[src/rtl/pong_pkg.sv]
// Shared Pong definitions: motion-engine state encoding, direction constants and screen defaults.
package pong_pkg;

  typedef enum logic [1:0] {
    S_WAIT_TRANSACTION,
    S_IDLE,
    S_UPDATE,
    S_WAIT_FRAME
  } state_t;

  localparam logic INCREASE = 1'b1;
  localparam logic DECREASE = 1'b0;

  localparam int unsigned DEF_COORD_W       = 9;
  localparam int unsigned DEF_BALL_SIZE     = 4;
  localparam int unsigned DEF_PADDLE_HEIGHT = 48;
  localparam int unsigned DEF_SCREEN_HEIGHT = 240;

endpackage

[src/rtl/frame_tick_counter.sv]
// Saturating frame-tick counter: counts clocks up to FRAME_RATE_COUNT and holds there until cleared.
module frame_tick_counter #(
  parameter logic [31:0] FRAME_RATE_COUNT = 32'd3333332
) (
  input  logic clock,
  input  logic reset_n,
  input  logic clear,
  output logic done
);

  logic [31:0] count_q, count_d;

  always_comb begin
    count_d = count_q;
    if (clear) begin
      count_d = '0;
    end else if (count_q != FRAME_RATE_COUNT) begin
      count_d = count_q + 32'd1;
    end
  end

  always_ff @(posedge clock or negedge reset_n) begin
    if (!reset_n) begin
      count_q <= '0;
    end else begin
      count_q <= count_d;
    end
  end

  assign done = (count_q == FRAME_RATE_COUNT);

endmodule

[src/rtl/ball_motion_engine.sv]
// Pong ball location processor: paddle hit/miss detection, serve cycle, one position transaction per frame.
// Optional feature: define BALL_SPEEDUP_EN to raise |vx| by one on each paddle hit (capped at MAX_SPEED).
module ball_motion_engine
  import pong_pkg::*;
#(
  parameter int unsigned COORD_W          = DEF_COORD_W,
  parameter int unsigned BALL_SIZE        = DEF_BALL_SIZE,
  parameter int unsigned PADDLE_HEIGHT    = DEF_PADDLE_HEIGHT,
  parameter int unsigned SCREEN_HEIGHT    = DEF_SCREEN_HEIGHT,
  parameter int unsigned LEFT_COLLISION   = 10,
  parameter int unsigned RIGHT_COLLISION  = 310,
  parameter int unsigned SERVE_X          = 160,
  parameter int unsigned SERVE_Y          = 120,
  parameter logic [31:0] FRAME_RATE_COUNT = 32'd3333332,
  parameter int unsigned INIT_SPEED       = 1,
  parameter int unsigned MAX_SPEED        = 4
) (
  input  logic               clock,
  input  logic               reset_n,
  input  logic [2:0]         in_color,
  input  logic [COORD_W-1:0] paddle_left_y,
  input  logic [COORD_W-1:0] paddle_right_y,
  input  logic               serve,
  input  logic               m_ready,
  output logic               m_valid,
  output logic [COORD_W-1:0] box_x,
  output logic [COORD_W-1:0] box_y,
  output logic [2:0]         out_color,
  output logic               hit,
  output logic               score_left,
  output logic               score_right
);

  localparam int unsigned W = COORD_W + 1;
  localparam logic [W-1:0] BALL_E    = W'(BALL_SIZE);
  localparam logic [W-1:0] PADDLE_E  = W'(PADDLE_HEIGHT);
  localparam logic [W-1:0] LEFT_E    = W'(LEFT_COLLISION);
  localparam logic [W-1:0] RIGHT_E   = W'(RIGHT_COLLISION);
  localparam logic [COORD_W-1:0] BOTTOM_Y   = COORD_W'(SCREEN_HEIGHT - BALL_SIZE);
  localparam logic [COORD_W-1:0] RIGHT_FACE = COORD_W'(RIGHT_COLLISION - BALL_SIZE);
  localparam logic [COORD_W-1:0] LEFT_FACE  = COORD_W'(LEFT_COLLISION);
  localparam logic [COORD_W-1:0] SERVE_XC   = COORD_W'(SERVE_X);
  localparam logic [COORD_W-1:0] SERVE_YC   = COORD_W'(SERVE_Y);
  localparam logic [COORD_W-1:0] INIT_SPD   = COORD_W'(INIT_SPEED);
  localparam logic [COORD_W-1:0] SPEED_CAP  =
    COORD_W'((MAX_SPEED < INIT_SPEED) ? INIT_SPEED : MAX_SPEED);
`ifdef BALL_SPEEDUP_EN
  localparam logic SPEEDUP = 1'b1;
`else
  localparam logic SPEEDUP = 1'b0;
`endif

  state_t state_q, state_d;
  logic [COORD_W-1:0] x_q, x_d, y_q, y_d, speed_q, speed_d;
  logic vx_q, vx_d, vy_q, vy_d, running_q, running_d;
  logic hit_q, hit_d, sl_q, sl_d, sr_q, sr_d;
  logic tick_clear, tick_done;

  logic [W-1:0] xe, ye, spd, nx, py;
  logic [COORD_W-1:0] ny;
  logic right_test, left_test, overlap, ny_vy;

  assign tick_clear = (state_q == S_WAIT_TRANSACTION);

  frame_tick_counter #(
    .FRAME_RATE_COUNT(FRAME_RATE_COUNT)
  ) u_frame_tick (
    .clock  (clock),
    .reset_n(reset_n),
    .clear  (tick_clear),
    .done   (tick_done)
  );

  // Candidate next position and collision tests, widened one bit so x never wraps.
  always_comb begin
    xe  = {1'b0, x_q};
    ye  = {1'b0, y_q};
    spd = {1'b0, speed_q};
    if (vx_q == INCREASE) begin
      nx = xe + spd;
    end else begin
      nx = (xe > spd) ? (xe - spd) : '0;
    end
    right_test = (vx_q == INCREASE) && ((nx + BALL_E) >= RIGHT_E);
    left_test  = (vx_q == DECREASE) && (nx <= LEFT_E);
    py         = right_test ? {1'b0, paddle_right_y} : {1'b0, paddle_left_y};
    overlap    = ((ye + BALL_E) > py) && (ye < (py + PADDLE_E));
    ny         = y_q;
    ny_vy      = vy_q;
    if (vy_q == INCREASE) begin
      if (y_q == BOTTOM_Y) begin
        ny_vy = DECREASE;
        ny    = y_q - COORD_W'(1);
      end else begin
        ny = y_q + COORD_W'(1);
      end
    end else begin
      if (y_q == '0) begin
        ny_vy = INCREASE;
        ny    = COORD_W'(1);
      end else begin
        ny = y_q - COORD_W'(1);
      end
    end
  end

  always_comb begin
    state_d   = state_q;
    x_d       = x_q;
    y_d       = y_q;
    vx_d      = vx_q;
    vy_d      = vy_q;
    speed_d   = speed_q;
    running_d = running_q;
    hit_d     = 1'b0;
    sl_d      = 1'b0;
    sr_d      = 1'b0;
    case (state_q)
      S_WAIT_TRANSACTION: begin
        if (m_ready) state_d = running_q ? S_UPDATE : S_IDLE;
      end
      S_IDLE: begin
        if (serve) begin
          running_d = 1'b1;
          state_d   = S_WAIT_FRAME;
        end
      end
      S_UPDATE: begin
        state_d = tick_done ? S_WAIT_TRANSACTION : S_WAIT_FRAME;
        if ((right_test || left_test) && !overlap) begin
          // Miss: the y step of this frame is dropped along with the rest of the rally state.
          sl_d      = right_test;
          sr_d      = left_test;
          x_d       = SERVE_XC;
          y_d       = SERVE_YC;
          speed_d   = INIT_SPD;
          running_d = 1'b0;
          vx_d      = right_test ? INCREASE : DECREASE;
        end else begin
          y_d  = ny;
          vy_d = ny_vy;
          if (right_test || left_test) begin
            hit_d = 1'b1;
            x_d   = right_test ? RIGHT_FACE : LEFT_FACE;
            vx_d  = ~vx_q;
            if (SPEEDUP && (speed_q < SPEED_CAP)) speed_d = speed_q + COORD_W'(1);
          end else begin
            x_d = nx[COORD_W-1:0];
          end
        end
      end
      S_WAIT_FRAME: begin
        if (tick_done) state_d = S_WAIT_TRANSACTION;
      end
      default: state_d = S_WAIT_TRANSACTION;
    endcase
  end

  always_ff @(posedge clock or negedge reset_n) begin
    if (!reset_n) begin
      state_q   <= S_WAIT_TRANSACTION;
      x_q       <= SERVE_XC;
      y_q       <= SERVE_YC;
      vx_q      <= INCREASE;
      vy_q      <= INCREASE;
      speed_q   <= INIT_SPD;
      running_q <= 1'b0;
      hit_q     <= 1'b0;
      sl_q      <= 1'b0;
      sr_q      <= 1'b0;
    end else begin
      state_q   <= state_d;
      x_q       <= x_d;
      y_q       <= y_d;
      vx_q      <= vx_d;
      vy_q      <= vy_d;
      speed_q   <= speed_d;
      running_q <= running_d;
      hit_q     <= hit_d;
      sl_q      <= sl_d;
      sr_q      <= sr_d;
    end
  end

  // Gated by reset_n so the pending transaction disappears as soon as reset asserts.
  assign m_valid     = reset_n && (state_q == S_WAIT_TRANSACTION);
  assign box_x       = x_q;
  assign box_y       = y_q;
  assign out_color   = in_color;
  assign hit         = hit_q;
  assign score_left  = sl_q;
  assign score_right = sr_q;

endmodule

[config.mk]
export PLATFORM = sky130hd
export DESIGN_NAME = ball_motion_engine
export DESIGN_NICKNAME = d
export VERILOG_FILES = /design/src/rtl/pong_pkg.sv /design/src/rtl/frame_tick_counter.sv /design/src/rtl/ball_motion_engine.sv
export SDC_FILE = /design/constraint.sdc
export NUM_CORES = 1
export LEC_CHECK = 0
export ABC_AREA = 1
export CORE_ASPECT_RATIO = 1.4
export CORE_MARGIN = 2
export CORE_UTILIZATION = 40
export CTS_CLUSTER_DIAMETER = 150
export DETAILED_ROUTE_END_ITERATION = 10
export SLEW_MARGIN = 10
export SYNTH_ARGS = -nofsm -noshare
export SYNTH_HDL_FRONTEND = slang
export SYNTH_SLANG_ARGS = --single-unit
[constraint.sdc]
create_clock -name clock -period 4.85 [get_ports clock]
set_input_delay 0.7275 -clock clock [delete_from_list [all_inputs] [get_ports clock]]
set_output_delay 0.7275 -clock clock [all_outputs]
set_load 0.05 [all_outputs]
Yosys cells after proc, flatten, opt, wreduce, memory -nomap -nowiden
Index checks and enable logic that the tools add are counted.
{"block": "word_totals", "ff_bits": 58, "latchBits": 0, "ram_bits": 0, "mem_bits_ro": 0, "in_bits": 25, "output_inout_bits": 25, "word_cells": 85, "mem_count": 0}
{"block": "classes", "addsub": 8, "mul": 0, "div": 0, "n_lt_le_gt_ge": 5, "eq_ne": 10, "shift": 0, "mux": 34, "bitwise_logic": 2, "reduce_logical": 16}
{"operator": "$mux 9", "count": 8}
{"operator": "$mux 32", "count": 2}
{"operator": "$add 32x1->32 const B", "count": 1}
{"operator": "$eq 32x22->1 const B", "count": 1}
{"operator": "$ne 32x22->1 const B", "count": 1}
{"operator": "$mux 10", "count": 2}
{"operator": "$mux 1", "count": 15}
{"operator": "$add 10x3->10 const B", "count": 1}
{"operator": "$add 9x1->10 const B", "count": 1}
{"operator": "$add 9x3->10 const B", "count": 1}
{"operator": "$add 9x6->10 const B", "count": 1}
{"operator": "$ge 10x9->1 const B", "count": 1}
{"operator": "$gt 10x9->1", "count": 1}
{"operator": "$le 10x4->1 const B", "count": 1}
{"operator": "$lt 9x10->1", "count": 1}
{"operator": "$mux 2", "count": 5}
{"operator": "$sub 9x1->10 const B", "count": 1}
{"operator": "$add 9x1->9 const B", "count": 1}
{"operator": "$eq 9x8->1 const B", "count": 1}
{"operator": "$gt 9x1->1 const B", "count": 1}
{"operator": "$logic_not 9->1", "count": 1}
{"operator": "$sub 9x1->9 const B", "count": 1}
{"operator": "$ne 2x2->1 const B", "count": 4}
{"operator": "$pmux 2 s4", "count": 1}
{"operator": "other kinds (11)", "count": 21}

Longest topological paths before layout
Gate-level depths: netlist of run 1.
{"block": "depth", "depth_word": 14, "ltp_mapped": 41, "ltp_nobuf": 38}

Cells and area by module
Synthesis of run 1 repeated with hierarchy kept, for this count alone.
{"block": "hier_totals", "hier_cells": 811, "area_unflattened_um2": 5275.1}
{"module": "ball_motion_engine", "n_inst": 1, "cells_each": 480, "area_per_inst_um2": 3184.3, "seq_area_each_um2": 660.6}
{"module": "frame_tick_counter", "n_inst": 1, "cells_each": 331, "area_per_inst_um2": 2090.8, "seq_area_each_um2": 800.8}

Worst setup path after synthesis of run 1
Ideal clock, no wire load.
{"block": "synth_timing", "kind": "register to register", "startpoint": "register x_q[0], in the netlist box_x[0]", "endpoint": "register y_q[8], in the netlist box_y[8]", "setup_time_ps": 75, "arrival_ps": 4687, "required_time_ps": 4775, "slack_ps": 88, "path_stages_with_launch": 36, "path_buffers": 3, "synth_period_minus_slack_ps": 4762, "cell_sequence": "dfrtp_1 > inv_1 > ha_1 > buf_2 > nor2_1 > nor2_2 > nand3_1 > nand2_1 > nor2_4 > ha_1 > nand2_2 > nor2_2 > nand3_1 > nand2_1 > clkinv_1 > nand2_2 > nand2_4 > nand2_4 > buf_4 > mux2i_1 > ha_1 > a21oi_1 > nor2_1 > o21a_1 > o21a_1 > o21ai_0 > nand2_1 > a21oi_1 > o21bai_1 > a21o_1 > nand2_1 > nand2_2 > nand2_2 > buf_6 > nand3_1 > o21ai_2"}
{"block": "synth_between", "elab_chain_len": 13, "elab_cells_between_ends": 19, "cone_classes": "add/sub: 4; order compare: 5; mux: 4; reduce/logical: 6"}
{"item": "from (decl)", "line": "ball_motion_engine.sv:54", "source": "logic [COORD_W-1:0] x_q, x_d, y_q, y_d, speed_q, speed_d;"}
{"item": "from (signal assigned)", "line": "ball_motion_engine.sv:162", "source": "x_q <= SERVE_XC;"}
{"item": "from (signal assigned)", "line": "ball_motion_engine.sv:173", "source": "x_q <= x_d;"}
{"item": "$sub 9x1->10 / $gt 9x1->1 (equally long branches)", "line": "ball_motion_engine.sv:82", "source": "nx = (xe > spd) ? (xe - spd) : '0;"}
{"item": "$mux 10", "line": "ball_motion_engine.sv:82"}
{"item": "$mux 10 *", "line": "ball_motion_engine.sv:79", "source": "if (vx_q == INCREASE) begin"}
{"item": "$add 10x3->10", "line": "ball_motion_engine.sv:84", "source": "right_test = (vx_q == INCREASE) && ((nx + BALL_E) >= RIGHT_E);"}
{"item": "$ge 10x9->1", "line": "ball_motion_engine.sv:84"}
{"item": "$logic_and 1x1->1", "line": "ball_motion_engine.sv:84"}
{"item": "$mux 9", "line": "ball_motion_engine.sv:86", "source": "py = right_test ? {1'b0, paddle_right_y} : {1'b0, paddle_left_y};"}
{"item": "$add 9x6->10", "line": "ball_motion_engine.sv:87", "source": "overlap = ((ye + BALL_E) > py) && (ye < (py + PADDLE_E));"}
{"item": "$lt 9x10->1", "line": "ball_motion_engine.sv:87"}
{"item": "$logic_and 1x1->1", "line": "ball_motion_engine.sv:87"}
{"item": "$logic_not 1->1", "line": "ball_motion_engine.sv:130", "source": "if ((right_test || left_test) && !overlap) begin"}
{"item": "$logic_and 1x1->1 *", "line": "ball_motion_engine.sv:130"}
{"item": "$mux 9 *", "line": "ball_motion_engine.sv:130"}
{"item": "to (signal assigned)", "line": "ball_motion_engine.sv:174", "source": "y_q <= y_d;"}
{"item": "to (decl)", "line": "ball_motion_engine.sv:54"}
Every way passes the cells marked *; elsewhere a longest branch is shown, timed or not.
A chain may end at the register's enable or synchronous reset.

Worst setup path after layout of run 1
{"block": "layout_timing", "startpoint": "register x_q[7], in the netlist box_x[7]", "endpoint": "register y_q[7], in the netlist box_y[7]"}
Same word-level chain as after synthesis.

==> metrics.md, run 1 <==
| Metric | Value |
|---|---|
| Hold-critical path depth | 1 |
| R2r setup slk | 0.40 ns |
| Static Leakage | 2.69 nW |
| Critical path data required time | 5.10 ns |
| R2R depth | 32 |
| Setup crit start kind | flop |
| Synth cell count leaders | 148 x nand2_1, 85 x inv_1, 65 x nor2_1 |
| CP max stage delay | 0.55 ns |
| Std-Cell Rows | 47 |
| Period utilisation layout | 0.917 |
| Worst ir drop on vdd | 0.313 mV |
| Crit path kind | reg2reg |
| Most used cell, CP | nand2_1 |
| Post-DRT Antenna Nets | 0 |
| GRT overflow | 0 |
| First-pass GRT wire length | 20700 um |
| Reg2reg end | box_y[7]$_DFFE_PN0P_ |
| Clk_skew | about 0.0078 ns |
| Final Wtd Congestion | a little over 0.9 |
| Min Tclk post-route | roughly 4.4 ns |
| Area leader, netlist | dfrtp_1 |
| # diodes | 0 |
| Hold_buf cts | 0 |
| TritonCTS buffer count | 9 |
| PortBufs | 43 |
| Htree depth | 3 |
| Reg2Reg Launch Point | box_x[7]$_DFFE_PN1P_ |
| Outcome | finished, final reports clean |
| Tot GR Track Use | 0.202 |
| Power per Cell Area | 656 mW/mm2 |
| Die W | ~96 um |
| Crit path max-delay cell type | dfstp_2 |
| Pre-Repair DR Iteration Count | 4 |
| Final hold violations | 0 |
| Synthesized flop and latch total | 58 |
| Final WL | approximately 12000 um |
| Pin count of the biggest net entering global routing | around 60 |
| Post-Syn Instances | 681 |
| Worst path buffer plus inverter count | 3 |
| CTS clk-pin slew, worst paths | ~0.050 ns |
| DP Wirelength | 9340 um |
| Number of synthesized flops with an enable pin | 0 |
| Slew headroom | 0.512 |
| Final routed DRC violation total | 0 |
| Clk sinks | 58 |
| Cell with the most instances after synthesis | nand2_1 |
| Initial drt markers | 234 |
| Ratio of cells with drive above 1 in the final layout | 0.131 |
| Least-Margin Pin Slew | 0.732 ns |
| Die H | 133 um |
| Critical path depth | 32 |
| Worst Min Path Start | u_frame_tick.count_q[20]$_DFFE_PN0P_ |
| Max capacitance violation total | 0 |
| Crit path max-delay family | simple AND/OR/NAND/NOR gates |
| Data arrival time of the worst path | roughly 4.7 ns |
| Min-Delay Path Class | reg2reg |
| Initial antenna violation count | 0 |
| Wire length per cell | 13.8 um |
| Top_reg_cell synth | dfrtp_1 |
| Final Max Tran Viols | 0 |
| Share of the yosys chip area belonging to registers | 0.309 |
| Top cell type's share of synthesized area | 0.264 |
| Syn nets | between 700 and 800 |
| Root Buffer | clkbuf_16 |
| Final net count | 791 |
| Fin area | 0.00574 mm2 |
| Utilization after layout | 0.490 |
| Top Ports | 50 |
| Area Overhead vs Synth | 21.1% |
| DP Area | 0.00533 mm2 |
| Ys async rst share | 1.00 |
| Max Buffers Root-to-Sink | 2 |
| Netlist cell types | 45 |
| Vias | 4567 |
| Yosys warns | 0 |
| Starting Density | 0.405 |
| TritonCTS clock tree | yes |
| FMAX | 225 MHz |
| Placeable Area | roughly 0.012 mm2 |
| Syn Area/Cell | slightly below 7 um2 |
| Crit path capture type | flop |
| Mapped Area | 0.00474 mm2 |
| Top cells by area, synth | dfrtp_1 26%, nand2_1 12%, ha_1 8.2%, inv_1 6.7%, nor2_1 5.2% |
| Die area | 0.0127 mm2 |
| Hold Path Sink | u_frame_tick.count_q[20]$_DFFE_PN0P_ |
| Final setup fails | 0 |
| Clk_lat worst skew | ~0.33 ns |
| Vias per cell | 5.15 |
| Vias in the first global route | 4518 |
| Fillers | 1151 |
| Critical-path maximum fanout | 11 |
[cells by family after synthesis]
logic type / Yosys count / synth area share
AO/OA/AOI/OAI: 110 / 0.131
XOR/XNOR: 22 / 0.0407
adder cells (fa/ha/maj): 31 / 0.0819
buffers and inverters: 112 / 0.0951
flip-flops: 58 / 0.309
multiplexers: 3 / 0.00634
AND/OR/NAND/NOR: 345 / 0.336
[worst reg2reg max path, delay by kind of cell, from the launching register on]
family	cells	cell delay [ns]
mux	1	0.20
compound gates	9	1.24
flops	1	0.55
fa+ha+maj	2	0.46
simple gates	17	1.66
buf+inv	3	0.27
[routing by layer]
metal  vias to the layer above  share of wire  track usage
li1                       2349              -            -
met1                      2098           0.43        0.247
met2                        90           0.51        0.352
met3                        30          0.028       0.0205
met4                         0          0.031       0.0905
met5                         -              0            0
[worst max path at each step]
stage,from,to,slack [ns]
after CTS,box_x[0]$_DFFE_PN0P_,box_x[3]$_DFFE_PN0P_,0.03
after global routing,box_x[0]$_DFFE_PN0P_,box_y[7]$_DFFE_PN0P_,-0.002
after detailed placement,box_x[0]$_DFFE_PN0P_,box_y[0]$_DFFE_PN0P_,0.05
after global placement,box_x[0]$_DFFE_PN0P_,box_x[8]$_DFFE_PN0P_,0.23
after floorplan,box_x[0]$_DFFE_PN0P_,box_y[8]$_DFFE_PN0P_,0.09
final,box_x[7]$_DFFE_PN1P_,box_y[7]$_DFFE_PN0P_,0.40
[layout by cell type (no fill, tap or decap), types with 15 or more instances in the layout]
cell type          n
buf_4             17
nor3_1            28
dfrtp_1           49
nand3_1           42
inv_1             84
clkdlybuf4s50_1   42
ha_1              30
o21ai_0           35
nor2_1            64
xor2_1            21
o21ai_1           15
nand2_1          148
a21oi_1           35
[flip-flops by register name, indices dropped and copies added, names as in the netlist]
signal,count
vx_q,1
state_q,2
score_left,1
score_right,1
box_x,9
u_frame_tick.count_q,32
box_y,9
running_q,1
hit,1
vy_q,1
[layout make-up]
cell class                      instances  area [um2]  share of cell area
Sequential cell                        58        1460               0.255
Timing Repair Buffer                   61         573              0.0999
Clock buffer                           11         233              0.0406
Multi-Input combinational cell        512        2900               0.506
Clock inverter                          5        31.3             0.00545
Tap cell                              147         184              0.0321
Inverter                               93         349              0.0609
[through the flow]
| stage | std cells | power [W] | TNS [ns] | hold WS (ns) | setup slack [ns] |
|---|---|---|---|---|---|
| 2_1_floorplan | 681 | 0.00244 | 0 | 0.432 | 0.0878 |
| 3_3_place_gp | 863 | 0.00302 | 0 | 0.481 | 0.233 |
| 3_5_place_dp | 863 | 0.00304 | 0 | 0.483 | 0.0539 |
| 4_1_cts | 879 | 0.00360 | 0 | 0.507 | 0.0257 |
| 5_1_grt | 887 | 0.00409 | -0.00219 | 0.530 | -0.00219 |
| 6_report | 887 | 0.00376 | 0 | 0.512 | 0.401 |
[timing repair]
action,CTS,global route
endpoints found under the setup margin,0,20
buffers inserted,0,7
gates resized for setup,0,17
[report_power, final]
part / internal [W] / total, W / switching (W)
logic: 0.000857 / 0.00240 / 0.00154
clock network: 0.000343 / 0.000558 / 0.000215
registers: 0.000622 / 0.000804 / 0.000181
total: 0.00182 / 0.00376 / 0.00194
No activity file was read; power rests on OpenSTA's default activity.
==> run 2, diff against run 1 <==
--- a/config.mk
+++ b/config.mk
@@ -9,7 +9,6 @@
 export CORE_ASPECT_RATIO = 1.4
 export CORE_MARGIN = 2
 export CORE_UTILIZATION = 40
-export CTS_CLUSTER_DIAMETER = 150
 export DETAILED_ROUTE_END_ITERATION = 10
 export SLEW_MARGIN = 10
 export SYNTH_ARGS = -nofsm -noshare
==> results of run 2 <==
Same layout as run 1: the final DEF is identical, and so are final timing and power.
==> run 3, diff against run 2 <==
--- a/config.mk
+++ b/config.mk
@@ -7,9 +7,10 @@
 export LEC_CHECK = 0
 export ABC_AREA = 1
 export CORE_ASPECT_RATIO = 1.4
-export CORE_MARGIN = 2
 export CORE_UTILIZATION = 40
 export DETAILED_ROUTE_END_ITERATION = 10
+export HOLD_SLACK_MARGIN = 0.03
+export SKIP_LAST_GASP = 1
 export SLEW_MARGIN = 10
 export SYNTH_ARGS = -nofsm -noshare
 export SYNTH_HDL_FRONTEND = slang
==> run 3 against run 2 <==
Sequential power up 2%. Setup slack got worse by 0.0050 ns. Hold slack got worse by 0.021 ns. Global-route usage up 1.2 points. Power shrank 0.40%.
==> metrics.md, run 3 (synthesized netlist as in run 1, its figures left out) <==
| Metric | Value |
|---|---|
| Post-DRT Antenna Nets | 0 (unchanged) |
| Least-Margin Pin Slew | 0.734 ns (+0.00218 ns) |
| Std-Cell Rows | 46 (-2.1%) |
| Final setup fails | 0 (unchanged) |
| TritonCTS clock tree | yes |
| Static Leakage | 2.68 nW (-0.35%) |
| Pre-Repair DR Iteration Count | 4 (unchanged) |
| GRT Max-Usage Layer | met2 |
| Root Buffer | clkbuf_16 |
| Min Tclk post-route | 4.45 ns (+0.00498 ns) |
| Wire length per cell | 14.2 um (+2.4%) |
| Sequential cell area | 0.00146 mm2 (about the same) |
| First-pass GRT wire length | 20600 um (-0.70%) |
| Top Ports | 50 (unchanged) |
| RSZ-0062 raised after global routing | false |
| Critical path data required time | 5.05 ns (-0.05 ns) |
| Setup crit start kind | flop |
| Most frequent cells in the layout | 146 x nand2_1, 83 x inv_1, 65 x nor2_1 |
| Final WL | 12500 um (+1.7%) |
| Crit path kind | reg2reg |
| Crit path capture type | flop |
| Initial drt markers | 211 (-9.8%) |
| TNS Setup | 0 ns (unchanged) |
| Largest Register | u_frame_tick.count_q |
| CTS clk-pin slew, worst paths | 0.05 ns (about the same) |
| Fin area | 0.00570 mm2 (-0.68%) |
| Starting Density | 0.414 (+0.00880) |
| Final net count | 789 (-0.25%) |
| Data arrival time of the worst path | 4.66 ns (-0.04 ns) |
| Met3 GRT Util | 0.0266 (+0.00612) |
| Period utilisation layout | 0.918 (+0.00103) |
| GRT overflow | 0 (unchanged) |
| Commonest non-fill, non-tap cell in the layout | nand2_1 |
| GR Layer Usage met1 | 0.246 (-0.00110) |
| Final Wtd Congestion | 0.909 (-2.2%) |
| Ratio of cells with drive above 1 in the final layout | 0.123 (-0.00761) |
| Critical-path maximum fanout | 9 (-2) |
| Clk_skew | 0.00494 ns (-0.00284 ns) |
| # diodes | 0 (unchanged) |
| DP Area | 0.00532 mm2 (about the same) |
| Max reg flops | 32 (unchanged) |
| Pin count of the biggest net entering global routing | 59 (unchanged) |
| Final routed DRC violation total | 0 (unchanged) |
| GR Layer Usage met2 | 0.382 (+0.0298) |
| Htree depth | 3 (unchanged) |
| Fillers | 1135 (-1.4%) |
| DP Wirelength | 9480 um (+1.5%) |
| Slew headroom | 0.511 (-0.00145) |
| TritonCTS buffer count | 9 (unchanged) |
| Worst ir drop on vdd | 0.274 mV (-12%) |
| Vias in the first global route | 4518 (unchanged) |
| Outcome | finished, final reports clean |
| Power per Cell Area | 658 mW/mm2 (+0.28%) |
| Placeable Area | 0.0115 mm2 (-2.1%) |
| FMAX | 225 MHz (-0.11%) |
| Hold_buf cts | 0 (unchanged) |
| Die W | 94.0 um (-2.1%) |
| Tot GR Track Use | 0.215 (+0.0122) |
| Max Buffers Root-to-Sink | 2 (unchanged) |
| CP max stage delay | 0.41 ns (-0.14 ns) |
| Clk_lat worst skew | 0.32 ns (about the same) |
| Initial antenna violation count | 0 (unchanged) |
| PortBufs | 43 (unchanged) |
| Die H | 131 um (-1.5%) |
| Final hold violations | 0 (unchanged) |
| Min-Delay Path Class | reg2reg |
| Final Max Tran Viols | 0 (unchanged) |
| Crit path max-delay cell type | dfrtp_1 |
| Area Overhead vs Synth | 20.3% |
| Multi-input logic area | 0.00289 mm2 (-0.34%) |
| Vias per cell | 5.13 (-0.29%) |
| Vias | 4523 (-0.96%) |
| Clk sinks | 58 (unchanged) |
| Final hold slack | 0.491 ns (-0.0211 ns) |
| Die area | 0.0123 mm2 (-3.6%) |
| Max capacitance violation total | 0 (unchanged) |
==> run 3: changes by cell type in the layout (fill, tap and decap cells not counted), sizes merged <==
cell,before,now
clkbuf,11,15
clkinv,5,1
buf,19,17
clkinvlp,1,0
==> run 3: timing repair <==
action,CTS,global route
gates cloned,0,1
buffers inserted,0,5
pin swaps,0,3
setup endpoints to repair,1,20
resized for setup,1,13
==> run 3: layout make-up <==
cell class,instances,area share
inverter,93,0.0613
sequential,58,0.256
clock buffer,15,0.0470
multi-input combinational,512,0.508
timing repair buffer,59,0.0957
tap,144,0.0316
==> run 3: through the flow <==
| step | util | cells | power (W) | setup WS [ns] |
|---|---|---|---|---|
| after floorplan | - | 681 | 0.00244 | 0.0878 |
| after global placement | 0.465 | 860 | 0.00299 | 0.214 |
| after detailed placement | 0.465 | 860 | 0.00304 | 0.0212 |
| after CTS | 0.489 | 875 | 0.00363 | 0.0805 |
| after global routing | 0.497 | 881 | 0.00407 | 0.0167 |
| final | 0.497 | 881 | 0.00375 | 0.396 |
==> run 3: where the power goes <==
group	internal (W)	switching (W)
registers	0.000623	0.000197
clock network	0.000370	0.000200
logic	0.000833	0.00152
==> run 3: path summary, 6_finish.rpt <==
kind,cells past startpoint,startpoint,slack (ns),to
max in group asynchronous,2,reset_n,3.78,u_frame_tick.count_q[8]$_DFFE_PN0P_
worst min-delay path,1,u_frame_tick.count_q[30]$_DFFE_PN0P_,0.49,u_frame_tick.count_q[30]$_DFFE_PN0P_
worst min register to register,1,u_frame_tick.count_q[30]$_DFFE_PN0P_,0.49,u_frame_tick.count_q[30]$_DFFE_PN0P_
worst max register to register,31,box_x[0]$_DFFE_PN0P_,0.40,box_y[1]$_DFFE_PN0P_
worst max-delay path,31,box_x[0]$_DFFE_PN0P_,0.40,box_y[1]$_DFFE_PN0P_
min in group asynchronous,2,reset_n,0.59,u_frame_tick.count_q[30]$_DFFE_PN0P_
==> run 3: critical path, delay by kind of cell, from the launching register on <==
| family | cells | cell delay (ns) |
|---|---|---|
| and+or+nand+nor | 19 | 1.90 |
| muxes | 1 | 0.28 |
| AOI/OAI and AO/OA | 6 | 0.91 |
| buffers and inverters | 3 | 0.34 |
| adders and majority gates | 2 | 0.50 |
| DFF | 1 | 0.41 |
==> run 3: routing by layer <==
layer / part of all wire / vias to the layer above
li1: - / 2339
met1: 0.44 / 2065
met2: 0.50 / 89
met3: 0.025 / 30
met4: 0.035 / 0
met5: 0 / -
